**src/rtl/sram_rd_arbiter.sv**
```systemverilog
//------------------------------------------------------------------------------
// Module  : sram_rd_arbiter
// Brief   : Round-robin arbiter sharing the SRAM read port between IFU and LSU.
// Revision: 1.0 - initial release
//------------------------------------------------------------------------------
`default_nettype none

module sram_rd_arbiter #(
   parameter int ADDR_W = 64,
   parameter int DATA_W = 64
) (
   input  logic              clk,
   input  logic              reset,
   input  logic              ifu_arvalid,
   output logic              ifu_arready,
   input  logic [ADDR_W-1:0] ifu_araddr,
   output logic              ifu_rvalid,
   input  logic              ifu_rready,
   output logic [DATA_W-1:0] ifu_rdata,
   input  logic              lsu_arvalid,
   output logic              lsu_arready,
   input  logic [ADDR_W-1:0] lsu_araddr,
   output logic              lsu_rvalid,
   input  logic              lsu_rready,
   output logic [DATA_W-1:0] lsu_rdata,
   output logic              sram_arvalid,
   input  logic              sram_arready,
   output logic [ADDR_W-1:0] sram_araddr,
   input  logic              sram_rvalid,
   output logic              sram_rready,
   input  logic [DATA_W-1:0] sram_rdata
);

   typedef enum logic [1:0] {
      IDLE = 2'd0,
      ADDR = 2'd1,
      DATA = 2'd2
   } state_e;

   localparam logic MST_IFU = 1'b0;
   localparam logic MST_LSU = 1'b1;

   state_e            state_q, state_d;
   logic              owner_q, owner_d;
   logic              last_grant_q, last_grant_d;
   logic [ADDR_W-1:0] addr_q, addr_d;

   logic grant_ifu;
   logic grant_lsu;
   logic in_data;
   logic owner_rready;

   // Grants are gated by reset so every output reads 0 while reset is held.
   assign grant_ifu = reset && (state_q == IDLE) && ifu_arvalid &&
                      (!lsu_arvalid || (last_grant_q == MST_LSU));
   assign grant_lsu = reset && (state_q == IDLE) && lsu_arvalid &&
                      (!ifu_arvalid || (last_grant_q == MST_IFU));

   assign in_data      = (state_q == DATA);
   assign owner_rready = (owner_q == MST_LSU) ? lsu_rready : ifu_rready;

   always_comb begin
      state_d      = state_q;
      owner_d      = owner_q;
      last_grant_d = last_grant_q;
      addr_d       = addr_q;
      case (state_q)
         IDLE: begin
            if (grant_ifu || grant_lsu) begin
               addr_d       = grant_lsu ? lsu_araddr : ifu_araddr;
               owner_d      = grant_lsu ? MST_LSU : MST_IFU;
               last_grant_d = grant_lsu ? MST_LSU : MST_IFU;
               state_d      = ADDR;
            end
         end
         ADDR: begin
            if (sram_arready) state_d = DATA;
         end
         DATA: begin
            if (sram_rvalid && owner_rready) state_d = IDLE;
         end
         default: state_d = IDLE;
      endcase
   end

   always_ff @(posedge clk or negedge reset) begin
      if (!reset) begin
         state_q      <= IDLE;
         owner_q      <= MST_IFU;
         last_grant_q <= MST_IFU;
         addr_q       <= '0;
      end else begin
         state_q      <= state_d;
         owner_q      <= owner_d;
         last_grant_q <= last_grant_d;
         addr_q       <= addr_d;
      end
   end

   assign ifu_arready  = grant_ifu;
   assign lsu_arready  = grant_lsu;

   assign sram_arvalid = (state_q == ADDR);
   assign sram_araddr  = addr_q;
   assign sram_rready  = in_data && owner_rready;

   // Data is forwarded to the owner even while rvalid is low; the other master sees zeros.
   assign ifu_rvalid   = in_data && (owner_q == MST_IFU) && sram_rvalid;
   assign lsu_rvalid   = in_data && (owner_q == MST_LSU) && sram_rvalid;
   assign ifu_rdata    = (in_data && (owner_q == MST_IFU)) ? sram_rdata : '0;
   assign lsu_rdata    = (in_data && (owner_q == MST_LSU)) ? sram_rdata : '0;

endmodule

`default_nettype wire

```
**config.mk**
```make
export PLATFORM = sky130hd
export DESIGN_NAME = sram_rd_arbiter
export DESIGN_NICKNAME = d
export VERILOG_FILES = /design/src/rtl/sram_rd_arbiter.sv
export SDC_FILE = /design/constraint.sdc
export NUM_CORES = 1
export LEC_CHECK = 0
export ABC_AREA = 1
export ABC_CLOCK_PERIOD_IN_PS = 3500
export BUFFER_PORTS_ARGS = -buffer_cell sky130_fd_sc_hd__buf_4
export CAP_MARGIN = 10
export CORE_AREA = 2 2 155 157
export DETAILED_ROUTE_END_ITERATION = 16
export DIE_AREA = 0 0 157 159
export PLACE_DENSITY_LB_ADDON = 0.05
export SLEW_MARGIN = 20
export SYNTH_ARGS = -nofsm -noshare
export SYNTH_HDL_FRONTEND = slang
export SYNTH_SLANG_ARGS = --single-unit
export TNS_END_PERCENT = 10
```
**constraint.sdc**
```tcl
create_clock -name clk -period 3.5 [get_ports clk]
set_input_delay 0.35 -clock clk [delete_from_list [all_inputs] [get_ports clk]]
set_output_delay 0.35 -clock clk [all_outputs]
set_load 0.01 [all_outputs]
```
==> reports/metrics.yaml <==
status: "finished clean"
grt_max_degree: 67
yosysTopAreaCellShare_pct: 35.5
critPathArrivalTime_ns: 2.61
htree_levels: 3
max_stage_delay_ns: 0.61
synth_seq_cells: 67
synth.top_cells.by_count: "nand2_1, inv_1, nor2_1"
firstDrtPassIters: 4
io_pins: 398
cts_setup_buffers: 0
drv_cap: 0
critPathRequiredTime_ns: 3.15
finalNetCount: 1298
placed_cells: 1405
core_um2: 23200
fill_cells: 2590
syn_area_um2: 4730
first_global_vias: 5870
p_per_area_nw_per_um2: 618
vias_per_cell: 4.12
fin_crit_ns: 2.96
crit_buf_inv: 4
topRoutingLayerUsed: "met4"
met1Wirelength_mm: 9.71
slew_headroom_pct: 46.8
cts_tree: "built"
yosys.cell_count.top_type: "nand2_1"
drc: 0
final.period_utilization_pct: 84.4
avgRoutedWirePerCell_um: 16.8
die_h_um: 159
clkSlewWorstSetupHoldPaths_ns: 0.05
grt_pass1_wl_mm: 35.5
wl_mm: 23.9
slowest_stage: "buf_4"
dr_wl_met3_mm: 1.75
fin_util_pct: 35.4
max_slew.worst_pin.slew_ns: 0.797
rsz0062_at_grt: "false"
yosys.area.top_type: "dfrtp_1"
cts-root-buf: "clkbuf_16"
vias: 5853
syn_to_final_growth_pct: 73.7
setup_violations: 0
drtAntennaViolNets: 0
synth_edf_count: 0
worst_hold_path_type: "in2reg"
synthFlopType: "dfrtp_1"
synth_cell_types: 19
leakagePower_nw: 4.83
hpwl_mm: 18.5
multi_input_area_um2: 2230
rows: 56
seq_area_frac_synth_pct: 35.5
cts_made_buffers: 9
critPathCaptureType: "primary output"
finalHoldViolCount: 0
portBuffers: 397
setup_tns_ns: 0
cp_top_family: "buffers and inverters"
die_w_um: 157
netlist_instances: 734
crit_chain: "dlygate4sd3_1 > buf_4 > nand2_2 > nor2_4 > buf_4 > buf_4"
cts.sinks: 67
ys_warn_count: 0
insertion_delay_ns: 0.34
fin_skew_ns: 0.00795
drive_gt1_share_pct: 39.1
final_cells: 1421
synth.area.top_cells: "dfrtp_1, nand3_1, nand2_1, inv_1, nor2_1"
place_congestion: 0.843
detail_route.iter0.violations: 335
track_usage_pct: 18.8
start_util_pct: 20.4
seq_area_um2: 1680
holdWs_ns: 0.239
async_reset_ff_share_pct: 100
ir_worst_vdd_v: 0.000261
cp-start-kind: "primary input"
cp_common_cell: "buf_4"
max_freq_mhz: 338
crit_type: "in2out"
met2_length_mm: 11.9
cp_max_fo: 64
drv_slew: 0
antenna_found_initial: 1
synthesis.nets: 934
die-area_um2: 25000
grt_overflow: 0
avgSynthCellArea_um2: 6.44
ctsLongestPathBuffers: 2
placed cells by master, fill, tap and decap left out, types with 2 or more instances in the layout:
cell type / synthesis / layout
clkbuf_8: 0 / 2
inv_1: 135 / 135
nor2_1: 134 / 134
inv_2: 2 / 2
nand2_2: 2 / 4
dfrtp_1: 67 / 67
buf_4: 16 / 408
nand3_1: 129 / 128
o21ai_0: 3 / 3
o21bai_1: 64 / 64
nand2_1: 137 / 135
bufinv_16: 0 / 2
clkbuf_16: 0 / 9
stage by stage:
stage          total power (W)  instance area (um^2)  setup slack [ns]
6_report               0.00507                  8210             0.545
5_1_grt                0.00548                  8210             0.293
4_1_cts                0.00517                  8210             0.443
3_5_place_dp           0.00414                  7880             0.994
3_3_place_gp           0.00416                  7880             0.986
2_1_floorplan          0.00272                  4730              2.06
worst reg2reg max path, stage by stage (launching register included):
cell     delay [ns]
dfrtp_1        0.38
nor2_1         0.07
nand2_2        0.36
nor2_4         0.06
inv_2          0.52
buf_4          0.47
nand3_1        0.16
nand2_1        0.09
state kept, by name, summed over array words and instances (netlist names):
signal,flops
sram_araddr,64
last_grant_q,1
state_q,2
kinds of logic (layout without fill, tap and decap cells):
family,count (synthesis),in the layout,synth area share (%)
AO/OA/AOI/OAI,69,69,10.8
buffers and inverters,193,560,17.8
flip-flops,67,67,35.5
other,0,1,0
AND/OR/NAND/NOR,405,405,35.9
area by class of cell:
| cell class | count | area share (%) |
|---|---|---|
| Antenna cell | 1 | 0.0305 |
| Clock buffer | 12 | 3.12 |
| Clock inverter | 2 | 0.732 |
| Inverter | 137 | 6.26 |
| Multi-Input combinational cell | 474 | 27.1 |
| Sequential cell | 67 | 20.4 |
| Tap cell | 319 | 4.86 |
| Timing Repair Buffer | 409 | 37.4 |
where the power goes:
group | internal [W] | switching, W | leakage (nW)
registers | 0.00113 | 0.000212 | 0.840
logic | 0.00121 | 0.00153 | 3.84
clock network | 0.000655 | 0.000337 | 0.155
total | 0.00300 | 0.00208 | 4.83
routing by layer:
metal	vias to the layer above	track usage [%]
met5	-	0
met4	0	5.96
met3	28	4.44
met2	235	32.9
met1	2638	22.5
li1	2952	-
what timing repair did:
| item | in CTS | in global routing |
|---|---|---|
| endpoints found under the hold margin | 18 | 0 |
| hold buffers | 1 | 0 |
| resized for setup | 0 | 0 |
path summary, 6_finish.rpt:
check                                      from               to  slack (ns)  cells past startpoint
worst max register to register       state_q[0]  sram_araddr[38]        1.32                      7
min in group asynchronous                 reset  sram_araddr[47]        0.46                      2
max in group asynchronous                 reset  sram_araddr[46]        2.05                      3
worst min register to register  sram_araddr[60]  sram_araddr[60]        0.51                      2
worst max-delay path                      reset      lsu_arready        0.54                      6
worst min-delay path               sram_arready       state_q[0]        0.24                      2
Power figures use the tool's default switching activity.
